==> config.mk <==
export PLATFORM = sky130hd
export DESIGN_NAME = crc16_byte_step
export DESIGN_NICKNAME = d
export VERILOG_FILES = /design/src/rtl/crc16_pkg.sv /design/src/rtl/crc16_byte_step.sv
export SDC_FILE = /design/constraint.sdc
export NUM_CORES = 1
export LEC_CHECK = 0
export ABC_AREA = 1
export CAP_MARGIN = 20
export CORE_MARGIN = 3
export CORE_UTILIZATION = 38
export DETAILED_ROUTE_END_ITERATION = 16
export PLACE_DENSITY = 0.92
export SYNTH_ARGS = -nofsm -noshare
export SYNTH_HDL_FRONTEND = slang
export SYNTH_SLANG_ARGS = --single-unit
==> constraint.sdc <==
create_clock -name vclk -period 1.9
set_input_delay 0.285 -clock vclk [all_inputs]
set_output_delay 0.285 -clock vclk [all_outputs]
set_load 0.01 [all_outputs]
==> src/rtl/crc16_pkg.sv <==
// Shared constants and FSM state type for the CRC-16 frame checker.
// CRC-16: polynomial 0x8005, init 0x0000, MSB-first, no reflection, no final XOR.
package crc16_pkg;

    localparam logic [15:0] CRC16_POLY = 16'h8005;
    localparam logic [15:0] CRC16_INIT = 16'h0000;

    typedef enum logic [1:0] {
        IDLE = 2'd0,
        RECV = 2'd1,
        DONE = 2'd2
    } crc16_state_e;

endpackage

==> src/rtl/crc16_byte_step.sv <==
// One-byte CRC-16 update, purely combinational, MSB-first.
module crc16_byte_step
    import crc16_pkg::*;
(
    input  logic [15:0] i_crc,
    input  logic [7:0]  i_byte,
    output logic [15:0] o_crc
);

    logic [15:0] w_crc;

    // Fold the byte into the high half, then shift out 8 bits through the polynomial.
    always_comb begin
        w_crc = i_crc ^ {i_byte, 8'h00};
        for (int i = 0; i < 8; i++) begin
            if (w_crc[15]) begin
                w_crc = {w_crc[14:0], 1'b0} ^ CRC16_POLY;
            end else begin
                w_crc = {w_crc[14:0], 1'b0};
            end
        end
        o_crc = w_crc;
    end

endmodule

==> results by group, run 1 <==
Logic synthesis
  – Cell variety after synth: 12
  – Post-synthesis mux area share: 0
  – Post-synthesis cell area: ~590 um^2
  – Post-synthesis compound-gate area fraction: 0
  – Mapped Nets: 105
  – Largest family of logic cells by synthesized area: simple AND/OR/NAND/NOR gates
  – Post-Synth XOR/XNOR Area: 0.222
  – Simple-gate share of the synthesized area: 0.650
  – Cell count after synthesis: between 80 and 90
  – Adder-cell share of the synthesized area: 0
  – Ys Warns: 0
  – Post-Syn Area per Cell: just over 7 um^2
  – Register area share after synthesis: 0

Placed design
  – Post-DP HPWL: roughly 1300 um
  – Routability cong.: 0.760
  – Pre-CTS setup slack: -1000 ps
  – PortBufs: 30

Floorplanning
  – Die height: 45.3 um
  – Starting Density: 0.429
  – Die extent in x: roughly 45 um
  – Row cnt: 13
  – IO Count: 40

STA
  – Worst EP post-GRT repair: o_crc[15]
  – Worst endpoint type: primary output

Global routing
  – Largest net degree at the start of global routing: 4
  – Initial antenna violation count: 0

Outcome
  – Exit stage: global routing
  – First error: [ERROR DPL-0033] detailed placement checks failed during check placement.
  – Outcome: did not finish

Clocking
  – Hold_buf cts: 0
cells by family after synthesis:
kind of cell	count (synthesis)
xor+xnor	14
simple gates	52
buf+inv	15
metrics by stage:
stage / cells / hold WS [ps] / utilization / area, um^2
3_3_place_gp: 133 / 570 / 0.701 / 957
3_5_place_dp: 133 / 570 / 0.701 / 957
2_1_floorplan: 81 / 650 / - / 586
4_1_cts: 140 / 570 / 0.886 / 1210
synthesized netlist by cell type:
library cell / number / area, um^2
nand2_4: 8 / 90.1
xor2_1: 7 / 61.3
xor2_2: 1 / 16.3
nand2_2: 7 / 43.8
nand3_4: 3 / 52.6
inv_1: 9 / 33.8
xnor2_1: 6 / 52.6
nand3_1: 8 / 40.0
buf_4: 5 / 37.5
nand2_1: 17 / 63.8
inv_2: 1 / 3.75
nand3_2: 9 / 90.1
timing repair:
action                                  in CTS
endpoints found under the setup margin      11
pin swaps                                   29
gates resized for setup                    127
setup buffers                                7
==> run 2, diff against run 1 <==
CORE_AREA = 3 3 64 66   (was not set)
CORE_MARGIN = not set   (was 3)
CORE_UTILIZATION = not set   (was 38)
DIE_AREA = 0 0 67 69   (was not set)
PLACE_DENSITY = not set   (was 0.92)
PLACE_DENSITY_LB_ADDON = 0.15   (was not set)
==> run 2 against run 1 <==
Effect of this change: the flow now finishes, with violations (setup timing); synthesized cell count stayed put; synthesized area stayed put.
==> results by group, run 2 <==
STA
  – Tcrit/Tclk final: 1.04
  – Final number of hold-violating endpoints: 0
  – Worst setup margin: -84.4 ps
  – Worst Tran Pin Value: between 200 and 250 ps
  – Unrepaired setup endpoints after global routing: yes
  – Fin crit period: approximately 2000 ps
  – Slew Limit Fails: 0
  – # setup viols final: 6
  – Slew Limit Headroom: 0.861
  – Fmax: 0.504 GHz
  – Hold WS: 570 ps

Logic synthesis
  – Cell count after synthesis: 81 (unchanged)
  – Leading area contributor after synthesis: nand3_2
  – Simple-gate share of the synthesized area: 0.650 (unchanged)
  – Post-synthesis cell area: 586 um^2 (unchanged)
  – Largest family of logic cells by synthesized area: simple AND/OR/NAND/NOR gates
  – Post-synthesis mux area share: 0 (unchanged)
  – Cell variety after synth: 12 (unchanged)
  – Most numerous cell in the Yosys netlist: nand2_1
  – Register area share after synthesis: 0 (unchanged)
  – Ranking of synthesized cells by area: nand3_2 (15%), nand2_4 (15%), nand2_1 (11%)
  – Ys Warns: 0 (unchanged)
  – Mapped Nets: 105 (unchanged)
  – Adder-cell share of the synthesized area: 0 (unchanged)
  – Post-synthesis compound-gate area fraction: 0 (unchanged)
  – Post-Syn Area per Cell: 7.23 um^2 (unchanged)
  – Commonest cells in the netlist: nand2_1 (17), inv_1 (9), nand3_2 (9)
  – Yosys top cell area share: 0.154 (unchanged)
  – Post-Synth XOR/XNOR Area: 0.222 (unchanged)

Global routing
  – GR Util All Layers: 0.0777
  – Grt ovf: 0
  – Initial antenna violation count: 0
  – Global-route wire length before repair: about 3100 um
  – Vias in the first global route: about 730
  – Largest net degree at the start of global routing: 4

Floorplanning
  – Row cnt: 22 (+9)
  – Die height: 69 um (+52%)
  – Die footprint: about 0.0046 mm^2
  – Die extent in x: 67 um (+48%)
  – Core area: ~0.0036 mm^2
  – IO Count: 40 (unchanged)
  – Starting Density: 0.161 (-0.267)

Outcome
  – Violated checks: setup timing
  – Outcome: finished, violations left

Power
  – Sequential share of power: 0
  – Final Power: between 0.0007 and 0.0008 W
  – P_sw: between 0.0003 and 0.0004 W
  – Int Pwr: around 0.00035 W
  – Power share of the combinational group: 1.000
  – Switching share of power: 0.504
  – Clock Power Share: 0
  – Pwr/cell area: between 500 and 600 mW/mm^2
  – Pleak: between 0.6 and 0.7 nW
  – Worst vdd ir: about 0.11 mV

Layout
  – Multi-input gate area: approximately 800 um^2
  – Commonest cells after routing, fill and taps aside: buf_4 (24), nand2_4 (21), nand3_4 (14), clkdlybuf4s50_1 (9), buf_2 (7)
  – Register cell area after layout: 0 um^2
  – Layout cells sized above 1: 0.763
  – Fillcell total: ~390
  – Clock Buffer Count: 0
  – Syn-to-layout area delta: 136%
  – Most common cell after layout, fill and taps aside: buf_4
  – Final #Nets: about 160
  – Number of flip-flops and latches: 0
  – ANT cells: 0

Worst setup path
  – Slowest stage delay, CP: 120 ps
  – Buf/Inv on CP: 3
  – Worst setup path class: in -> out
  – Crit Path Max Fanout: 3
  – CP endpoint kind: output pin
  – CP Launch Type: input port
  – CP max-delay cell: nand3_4
  – Top Family by Delay on Critical Path: simple AND/OR/NAND/NOR gates
  – Critical Path RT: 1620 ps
  – Critical path depth: 17
  – Most frequent CP cell: nand2_4
  – Worst EP arrival: roughly 1700 ps
  – CP Cell Sequence: buf_6, inv_6, nand2_4, nand2_4, nand2_4, nand3_4, nand2_4, nand2_4, nand3_4, nand2_4, nand2_4, nand2_4, nand2_4, nand3_4, nand3_2, nand2_1, buf_2

Route
  – Routed len/inst: roughly 9.7 um
  – Via count: 674
  – DRT Wirelength: ~1700 um
  – DRC viols: 0
  – Via/cell ratio: 3.77
  – DR pass1 iterations: 2
  – DRT iter0 DRCs: 1
  – Routed Antenna Nets: 0

Hold path
  – Hold crit path type: in -> out
  – WHS Path Cells: 0

Clocking
  – Hold_buf cts: 0 (unchanged)

Flow run
  – Max-cap viol count: 0

Placed design
  – PortBufs: 30 (unchanged)
  – Post-DP HPWL: 1230 um (-8.8%)
  – Routability cong.: 0.638 (-16%)
run 2: cell counts after synthesis:
Identical to the previous run, type by type.
run 2: area by class of cell:
type / instances / share of cell area
Multi-Input combinational cell: 66 / 0.582
Tap cell: 48 / 0.0435
Inverter: 10 / 0.0362
Timing Repair Buffer: 55 / 0.339
run 2: timing repair:
action / CTS / global route
endpoints found under the setup margin: 11 / 8
cloned: 0 / 0
setup buffers: 7 / 2
pin swaps: 26 / 22
gates resized for setup: 118 / 22
run 2: cells by family after synthesis:
group	Yosys count
xor gates and xnor gates	14
and+or+nand+nor	52
buffers and inverters	15
run 2: metal layers:
layer  GRT usage  share of wire  wire length, um  vias up
met5           0              0                0        -
met1      0.0961           0.38              654      308
met3     0.00489          0.044               76        2
li1            -              -                -      348
met2       0.150           0.58             1010       16
met4     0.00225         0.0023                4        0
run 2: path summary, 6_finish.rpt:
check	slack [ps]	end	start
setup / recovery	-80	o_crc[2]	i_crc[14]
hold / removal	570	o_crc[13]	i_crc[5]
run 2: through the flow:
| step | area (um^2) | std cells | utilization | setup TNS [ps] | setup slack [ps] |
|---|---|---|---|---|---|
| global route | 1380 | 179 | 0.380 | -804 | -172 |
| detailed placement | 1030 | 170 | 0.283 | -7580 | -927 |
| floorplan | 586 | 81 | - | 0 | 139 |
| CTS | 1270 | 177 | 0.348 | -354 | -79.5 |
| global placement | 1030 | 170 | 0.283 | -7300 | -899 |
| finish | 1380 | 179 | 0.380 | -255 | -84.4 |
run 2: power by group through the flow:
stage / combinational [W] / sequential [W] / clock (W)
2_1_floorplan: 0.000314 / 0 / 0
3_3_place_gp: 0.000577 / 0 / 0
3_5_place_dp: 0.000577 / 0 / 0
4_1_cts: 0.000669 / 0 / 0
5_1_grt: 0.000765 / 0 / 0
6_report: 0.000710 / 0 / 0
Note: power is estimated with default switching activity, not from simulation.
==> run 3, diff against run 2 <==
GPL_ROUTABILITY_DRIVEN = 0   (was not set)
PLACE_DENSITY_LB_ADDON = not set   (was 0.15)
==> run 3 against run 2 <==
Effect of this change: the run still ends with setup timing left; via count is 0.45% higher; count of clock-buffer cells in the layout unchanged; final cell count fell by 0.56%; hold slack unchanged.
==> results by group, run 3 (synthesized netlist as in run 2, its figures left out) <==
STA
  – Slew Limit Headroom: 0.868 (+0.00713)
  – Tcrit/Tclk final: 1.04 (about the same)
  – Worst setup margin: -85.3 ps (-0.874 ps)
  – Fin crit period: 1990 ps (+0.874 ps)
  – Unrepaired setup endpoints after global routing: yes
  – Hold WS: 570 ps (unchanged)
  – Final setup TNS: -318 ps (-62.4 ps)
  – Slew Limit Fails: 0 (unchanged)
  – Final number of hold-violating endpoints: 0 (unchanged)
  – # setup viols final: 6 (unchanged)
  – Worst Tran Pin Value: 196 ps (-11.1 ps)
  – Fmax: 0.504 GHz (about the same)

Layout
  – Most common cell after layout, fill and taps aside: buf_4
  – ANT cells: 0 (unchanged)
  – Commonest cells after routing, fill and taps aside: buf_4 (23), nand2_2 (15), nand3_4 (12), nand2_4 (10), clkdlybuf4s50_1 (9)
  – Util after Layout: 0.354 (-0.0262)
  – Final #Nets: 156 (-0.64%)
  – Syn-to-layout area delta: 120%
  – Non-Filler Instances: 178 (-0.56%)
  – Number of flip-flops and latches: 0 (unchanged)
  – Layout cells sized above 1: 0.738 (-0.0249)
  – Clock Buffer Count: 0 (unchanged)
  – Register cell area after layout: 0 um^2 (unchanged)

Worst setup path
  – Worst setup path class: in -> out
  – Worst EP arrival: 1700 ps (about the same)
  – CP Launch Type: input port
  – Critical Path RT: 1620 ps (about the same)
  – CP endpoint kind: output pin
  – Crit Path Max Fanout: 3 (unchanged)

Floorplanning
  – Die footprint: 0.00462 mm^2 (unchanged)
  – IO Count: 40 (unchanged)
  – Die extent in x: 67 um (unchanged)
  – Starting Density: 0.161 (unchanged)
  – Die height: 69 um (unchanged)
  – Row cnt: 22 (unchanged)
  – Core area: 0.00363 mm^2 (unchanged)

Route
  – Via count: 677 (+0.45%)
  – WL met2: 1060 um (+5.7%)
  – DRT iter0 DRCs: 2 (+1)
  – Routed Antenna Nets: 0 (unchanged)
  – Uppermost layer routed: met4
  – DR pass1 iterations: 2 (unchanged)
  – WL met1: 604 um (-7.6%)
  – Routed len/inst: 9.84 um (+1.2%)
  – DRT Wirelength: 1750 um (+0.63%)
  – WL met3: 63 um (-17%)
  – Via/cell ratio: 3.80 (+1.0%)
  – DRC viols: 0 (unchanged)

Power
  – Sequential share of power: 0 (unchanged)
  – Final Power: 0.000674 W (-5.0%)
  – Pwr/cell area: 524 mW/mm^2 (+2.0%)
  – Clock Power Share: 0 (unchanged)
  – Power share of the combinational group: 1.000 (about the same)
  – P_sw: 0.000345 W (-3.6%)
  – Switching share of power: 0.512 (+0.00739)
  – Worst vdd ir: 0.155 mV (+35%)
  – Int Pwr: 0.000329 W (-6.5%)
  – Pleak: 0.605 nW (-8.9%)

Global routing
  – Vias in the first global route: 707 (-3.3%)
  – Initial antenna violation count: 0 (unchanged)
  – Global-route wire length before repair: 3010 um (-3.3%)
  – Largest net degree at the start of global routing: 4 (unchanged)
  – Grt ovf: 0 (unchanged)
  – GR Util All Layers: 0.0768 (-0.000951)

Hold path
  – Hold crit path type: in -> out
  – WHS Path Cells: 0 (unchanged)
  – Hold path start: i_crc[2]
  – Hold worst-path end: o_crc[10]

Outcome
  – Outcome: finished, violations left
  – Violated checks: setup timing

Placed design
  – PortBufs: 30 (unchanged)
  – Placed cells: 170 (unchanged)
  – Post-DP HPWL: 1320 um (+8.1%)

Flow run
  – Max-cap viol count: 0 (unchanged)
## run 3: cell types whose count changed in the layout (fill, tap and decap cells not counted), moves of 2 or more
cell | before | now
nand2_2 | 6 | 15
nand2_4 | 21 | 10
nand3_2 | 6 | 8
nand3_4 | 14 | 12
## run 3: worst max-delay path by stage
stage	startpoint	end	slack, ps	depth (start not counted)
finish	i_crc[15]	o_crc[2]	-90	16
global route	i_crc[15]	o_crc[2]	-200	16
detailed placement	i_byte[7]	o_crc[2]	-980	14
CTS	i_crc[15]	o_crc[2]	-110	16
global placement	i_crc[15]	o_crc[2]	-870	16
floorplan	i_byte[5]	o_crc[15]	140	11
## run 3: area by class of cell
| class | count | area, um^2 |
|---|---|---|
| Inverter | 10 | 47.5 |
| Timing Repair Buffer | 54 | 449 |
| Multi-Input combinational cell | 66 | 729 |
| Fill cell | 391 | 2350 |
| Tap cell | 48 | 60.1 |
## run 3: power groups by stage
stage | Clock [W] | Sequential (W) | Combinational, W
2_1_floorplan | 0 | 0 | 0.000314
3_3_place_gp | 0 | 0 | 0.000577
3_5_place_dp | 0 | 0 | 0.000588
4_1_cts | 0 | 0 | 0.000634
5_1_grt | 0 | 0 | 0.000728
6_report | 0 | 0 | 0.000674
## run 3: timing repair
action                     4_1_cts  5_1_grt
setup buffers                    6        2
pin swaps                       27       17
resized for setup              109       17
hold buffers                     0        0
setup endpoints to repair       11        9
## run 3: metal layers
layer | GRT usage | vias to the layer above
met5 | 0 | -
met4 | 0.00901 | 0
met3 | 0 | 2
met2 | 0.155 | 14
met1 | 0.0883 | 313
li1 | - | 348
## run 3: metrics by stage
stage	cell area, um^2	setup slack, ps
after floorplan	586	139
after global placement	1030	-873
after detailed placement	1030	-975
after CTS	1200	-114
after global routing	1290	-204
final	1290	-85.3
## run 3: critical path: stages
cell     delay, ps
buf_8          100
inv_4           40
nand2_1         50
nand2_2         70
nand2_2         80
nand3_4        120
nand2_4         80
nand2_4        100
nand3_4        120
nand3_4        130
nand2_4         90
nand2_8         90
nand3_4         80
nand3_2         80
nand2_1         50
buf_2          130
